--- src/rtl/data_mem_arbiter.sv ---
// data_mem_arbiter: shares the single-port data RAM between the pipeline MEM
// stage (core port, priority) and a DMA / program-loader port that moves
// fixed-length word bursts. A DMA request waiting behind continuous core
// traffic is force-granted once the starvation counter reaches STARVE_LIMIT.
//
// DMA handshake: dma_req is a level held by the initiator until dma_gnt.
// dma_gnt pulses in the first burst cycle, which is also beat 0. On write
// bursts, dma_wready=1 means dma_wdata is consumed this cycle, one beat per
// cycle with no back-pressure. On read bursts, dma_rvalid=1 qualifies
// dma_rdata for exactly one cycle per beat, one cycle after that beat's RAM
// access. dma_done pulses the cycle after the final beat.
module data_mem_arbiter #(
   parameter int         STARVE_LIMIT = 8,
   parameter int         BURST_MAX    = 4,
   parameter logic [1:0] WR_WORD      = 2'b11,
   parameter logic [2:0] RD_WORD      = 3'b010
) (
   input  logic        clk,
   input  logic        reset,
   input  logic        core_req,
   input  logic [1:0]  core_write_ctrl,
   input  logic [2:0]  core_read_ctrl,
   input  logic [31:0] core_addr,
   input  logic [31:0] core_wdata,
   output logic [31:0] core_rdata,
   output logic        core_stall,
   input  logic        dma_req,
   input  logic        dma_we,
   input  logic [31:0] dma_addr,
   input  logic [3:0]  dma_burst_len,
   input  logic [31:0] dma_wdata,
   output logic        dma_gnt,
   output logic        dma_wready,
   output logic        dma_rvalid,
   output logic [31:0] dma_rdata,
   output logic        dma_done,
   output logic [31:0] ram_addr,
   output logic [31:0] ram_wdata,
   output logic [1:0]  ram_write_ctrl,
   output logic [2:0]  ram_read_ctrl,
   input  logic [31:0] ram_rdata
);

   localparam logic [7:0] LIMIT = 8'(STARVE_LIMIT);
   localparam logic [3:0] BMAX  = 4'(BURST_MAX);

   typedef enum logic {
      S_CORE = 1'b0,
      S_DMA  = 1'b1
   } state_t;

   state_t      state;
   state_t      state_nxt;
   logic [7:0]  starve_cnt;
   logic [3:0]  beat_cnt;
   logic [3:0]  beats;
   logic [3:0]  beats_clamped;
   logic [31:0] base;
   logic        dir;
   logic        grant;
   logic        last_beat;

   // The core always sees the RAM output directly; it only uses it in S_CORE.
   assign core_rdata = ram_rdata;

   // Requested burst length forced into 1..BURST_MAX.
   always_comb begin
      beats_clamped = dma_burst_len;
      if (dma_burst_len == 4'd0) begin
         beats_clamped = 4'd1;
      end else if (dma_burst_len > BMAX) begin
         beats_clamped = BMAX;
      end
   end

   assign grant     = (state == S_CORE) && dma_req && (!core_req || (starve_cnt == LIMIT));
   assign last_beat = (state == S_DMA) && (beat_cnt == (beats - 4'd1));

   // State register.
   always_ff @(posedge clk or negedge reset) begin
      if (!reset) begin
         state <= S_CORE;
      end else begin
         state <= state_nxt;
      end
   end

   // Burst bookkeeping, starvation counter and registered DMA read return.
   always_ff @(posedge clk or negedge reset) begin
      if (!reset) begin
         starve_cnt <= 8'd0;
         beat_cnt   <= 4'd0;
         beats      <= 4'd0;
         base       <= 32'd0;
         dir        <= 1'b0;
         dma_rdata  <= 32'd0;
         dma_rvalid <= 1'b0;
         dma_done   <= 1'b0;
      end else begin
         dma_rvalid <= 1'b0;
         dma_done   <= 1'b0;
         if (grant) begin
            starve_cnt <= 8'd0;
            base       <= dma_addr & 32'hFFFF_FFFC;
            beats      <= beats_clamped;
            dir        <= dma_we;
            beat_cnt   <= 4'd0;
         end else if ((state == S_CORE) && dma_req && core_req && (starve_cnt != LIMIT)) begin
            starve_cnt <= starve_cnt + 8'd1;
         end
         if (state == S_DMA) begin
            beat_cnt <= beat_cnt + 4'd1;
            if (!dir) begin
               dma_rdata  <= ram_rdata;
               dma_rvalid <= 1'b1;
            end
            if (last_beat) begin
               dma_done <= 1'b1;
            end
         end
      end
   end

   // Next state and RAM port mux; the core owns the RAM unless a burst runs.
   always_comb begin
      state_nxt      = state;
      ram_addr       = core_addr;
      ram_wdata      = core_wdata;
      ram_write_ctrl = core_req ? core_write_ctrl : 2'b00;
      ram_read_ctrl  = core_req ? core_read_ctrl : 3'b000;
      core_stall     = 1'b0;
      dma_gnt        = 1'b0;
      dma_wready     = 1'b0;
      case (state)
         S_CORE: begin
            if (grant) begin
               state_nxt = S_DMA;
            end
         end
         S_DMA: begin
            ram_addr       = base + {26'd0, beat_cnt, 2'b00};
            ram_wdata      = dma_wdata;
            ram_write_ctrl = dir ? WR_WORD : 2'b00;
            ram_read_ctrl  = dir ? 3'b000 : RD_WORD;
            dma_wready     = dir;
            dma_gnt        = (beat_cnt == 4'd0);
            core_stall     = core_req;
            if (last_beat) begin
               state_nxt = S_CORE;
            end
         end
         default: begin
            state_nxt = S_CORE;
         end
      endcase
   end

endmodule

--- config.mk ---
export PLATFORM = sky130hd
export DESIGN_NAME = data_mem_arbiter
export DESIGN_NICKNAME = d
export VERILOG_FILES = /design/src/rtl/data_mem_arbiter.sv
export SDC_FILE = /design/constraint.sdc
export NUM_CORES = 1
export LEC_CHECK = 0
export CAP_MARGIN = 30
export CORE_MARGIN = 3
export CORE_UTILIZATION = 34
export CTS_CLUSTER_DIAMETER = 40
export DETAILED_ROUTE_END_ITERATION = 16
export PLACE_DENSITY = 0.77
export SYNTH_ARGS = -nofsm -noshare
export SYNTH_HDL_FRONTEND = slang
export SYNTH_SLANG_ARGS = --single-unit
--- constraint.sdc ---
create_clock -name clk -period 2.65 [get_ports clk]
set_clock_uncertainty 0.05 [all_clocks]
set_input_delay 0.53 -clock clk [delete_from_list [all_inputs] [get_ports clk]]
set_output_delay 0.53 -clock clk [all_outputs]
set_load 0.05 [all_outputs]
==> results.json <==
{
  "final_design_area_no_fill_mm2": 0.00982,
  "drc": 0,
  "clk_path_buf_depth": 2,
  "critPathCaptureType": "output port",
  "syn-cell-area_mm2": 0.00514,
  "grt_overflow": 0,
  "vias": 5199,
  "drv_cap": 0,
  "h-tree-depth": 3,
  "portBuffers": 309,
  "firstDrtPassIters": 4,
  "post-dp-hpwl_mm": 14.8,
  "root_buffer": "clkbuf_16",
  "maxSlewViolCount": 0,
  "final_cell_mix": "204 x clkdlybuf4s50_1, 102 x buf_4, 85 x mux2_2",
  "leakagePower_nw": 4.00,
  "die_x_um": 129,
  "cts_hold_buf": 0,
  "layout_commonest_cell": "clkdlybuf4s50_1",
  "place_area_mm2": 0.00909,
  "async_reset_ff_share_pct": 100,
  "period_minus_slack_ns": 3.06,
  "ir_drop_v": 0.000953,
  "syn-num-nets": 684,
  "avgSynthCellArea_um2": 10.3,
  "finalCritPeriodShare_pct": 115,
  "wire_per_inst_um": 19.3,
  "drt-total-wl_mm": 19.3,
  "n_fill_cell": 1049,
  "power_w": 0.0143,
  "drt_iter0_drc": 229,
  "synth_seq_cells": 82,
  "critical_path.startpoint_type": "flip-flop",
  "place_congestion": 0.839,
  "fmax_ghz": 0.327,
  "max_slew.worst_pin.slew_ns": 0.574,
  "viasPerCell": 5.22,
  "crit_required_ns": 2.07,
  "hold_path_class": "in2async",
  "cts_tree": "yes",
  "row_count": 44,
  "synthCells": 500,
  "pin_count": 312,
  "power_density_mw_per_mm2": 1450,
  "ys.flop_type": "dfrtp_1",
  "rsz0062_at_grt": "true",
  "antenna_found_initial": 0,
  "crit_fanout": 6,
  "arrival_ns": 2.48,
  "slew_headroom_pct": 61.5,
  "cts_buffers": 9,
  "setup_violations": 26,
  "dieArea_mm2": 0.0166,
  "area_growth_syn_to_layout_pct": 91.0,
  "num_antenna_cells": 0,
  "yosysWarnings": 0,
  "worstSetupPathType": "reg2out",
  "drive_above_1_share_pct": 42.1,
  "violations": "negative setup slack",
  "layout_setup_ws_ns": -0.409,
  "clk_pin_slew_ns": 0.07,
  "layout.nets": 991,
  "grt_max_degree": 43,
  "synth_edf_count": 0,
  "seq_area_frac_synth_pct": 39.9,
  "clkLatencyLatePin_ns": 0.34,
  "clkSinkCount": 82,
  "grt_first_pass_wirelength_mm": 28.5,
  "grt.total_usage_pct": 21.7,
  "ys_types": 47,
  "first_global_vias": 5334,
  "ant_nets": 0,
  "place_ws_ns": -0.0608,
  "dieHeight_um": 129,
  "finalHoldViolCount": 0,
  "start_util_pct": 35.1,
  "status": "finished, violations left",
  "fp.coreArea_mm2": 0.0146
}
[sequential cells by signal (all words and copies together), names as in the netlist]
| register | flops |
|---|---|
| base | 30 |
| state | 1 |
| beats | 4 |
| dma_done | 1 |
| starve_cnt | 8 |
| beat_cnt | 4 |
| dma_rvalid | 1 |
| dma_rdata | 32 |
| dir | 1 |
[critical path, stage by stage (launching register included)]
cell,delay [ns]
dfrtp_1,0.43
ha_4,0.33
nand3_2,0.09
o22a_4,0.28
buf_12,0.15
clkbuf_16,0.15
or3_4,0.34
a31oi_4,0.20
buf_12,0.17
[final timing paths]
path / slack (ns) / to / depth (start not counted) / from
min in group clk: 0.46 / dma_rdata[7] / 1 / dma_rdata[7]
max in group asynchronous: 1.80 / dma_rdata[14] / 2 / reset
worst max-delay path: -0.41 / ram_addr[13] / 8 / base[5]
worst min register to register: 0.46 / dma_rdata[7] / 1 / dma_rdata[7]
worst max register to register: 0.20 / base[22] / 5 / starve_cnt[4]
worst min-delay path: 0.11 / base[2] / 1 / reset
[power breakdown]
group	total, W	internal [W]	switching (W)	leakage (nW)
registers	0.00251	0.00186	0.000649	0.982
clock network	0.00138	0.000842	0.000539	0.159
logic	0.0104	0.00464	0.00573	2.86
total	0.0143	0.00734	0.00692	4.00
[cells in the mapped netlist, drive strengths merged (2+ instances only)]
| cell type | instances | area, um^2 |
|---|---|---|
| mux2 | 97 | 1090 |
| o31ai | 15 | 118 |
| buf | 39 | 293 |
| nand4 | 11 | 68.8 |
| a211oi | 2 | 15.0 |
| and3 | 5 | 31.3 |
| and4 | 6 | 52.6 |
| o41ai | 2 | 17.5 |
| clkbuf | 23 | 86.3 |
| nor2b | 5 | 31.3 |
| and2 | 7 | 43.8 |
| nand2b | 3 | 18.8 |
| nor4 | 2 | 12.5 |
| nor2 | 35 | 134 |
| ha | 9 | 113 |
| xnor2 | 14 | 123 |
| a21o | 6 | 45.0 |
| xor2 | 4 | 35.0 |
| or2 | 2 | 12.5 |
| or4 | 15 | 116 |
| a31oi | 20 | 125 |
| nand3 | 15 | 75.1 |
| a21oi | 6 | 30.0 |
| o21ai | 19 | 95.1 |
| or3 | 6 | 37.5 |
| inv | 13 | 48.8 |
| dfrtp | 82 | 2050 |
| nand2 | 20 | 75.1 |
| nor3 | 4 | 20.0 |
| o21bai | 2 | 15.0 |
[metrics by stage]
stage / hold slack, ns / setup TNS [ns] / utilization [%] / instances
floorplan: 0.184 / -0.870 / - / 500
global placement: 0.440 / -0.117 / 62.1 / 972
detailed placement: 0.445 / -0.324 / 62.1 / 972
CTS: 0.139 / -7.36 / 65.4 / 988
global route: 0.146 / -10.25 / 67.0 / 996
finish: 0.115 / -8.64 / 67.0 / 996
[metal layers]
metal | vias to the layer above | GRT usage (%) | wire length (um) | part of all wire, %
li1 | 2410 | - | - | -
met1 | 2526 | 23.6 | 6840 | 36
met2 | 244 | 40.2 | 10300 | 54
met3 | 19 | 7.80 | 1800 | 9.4
met4 | 0 | 4.88 | 293 | 1.5
met5 | - | 0 | 0 | 0
[layout make-up]
cell class	count	area, um^2	area share, %
Timing Repair Buffer	357	3780	38.5
Clock buffer	9	225	2.29
Clock inverter	7	105	1.07
Sequential cell	82	2060	21.0
Inverter	13	48.8	0.497
Tap cell	184	230	2.35
Multi-Input combinational cell	344	3370	34.3
[cell families after synthesis]
kind of cell               synth area share, %
adders and majority gates                 2.58
muxes                                     21.5
xor gates and xnor gates                  3.07
buffers and inverters                     8.33
DFF                                       39.9
AOI/OAI and AO/OA                         9.93
and+or+nand+nor                           14.7
[repair_timing]
action	in CTS	in global routing
setup buffers	0	5
cloned	0	4
endpoints found under the hold margin	0	0
resized for setup	31	28
endpoints found under the setup margin	27	27
pin swaps	18	18
Note: power is estimated with default switching activity, not from simulation.
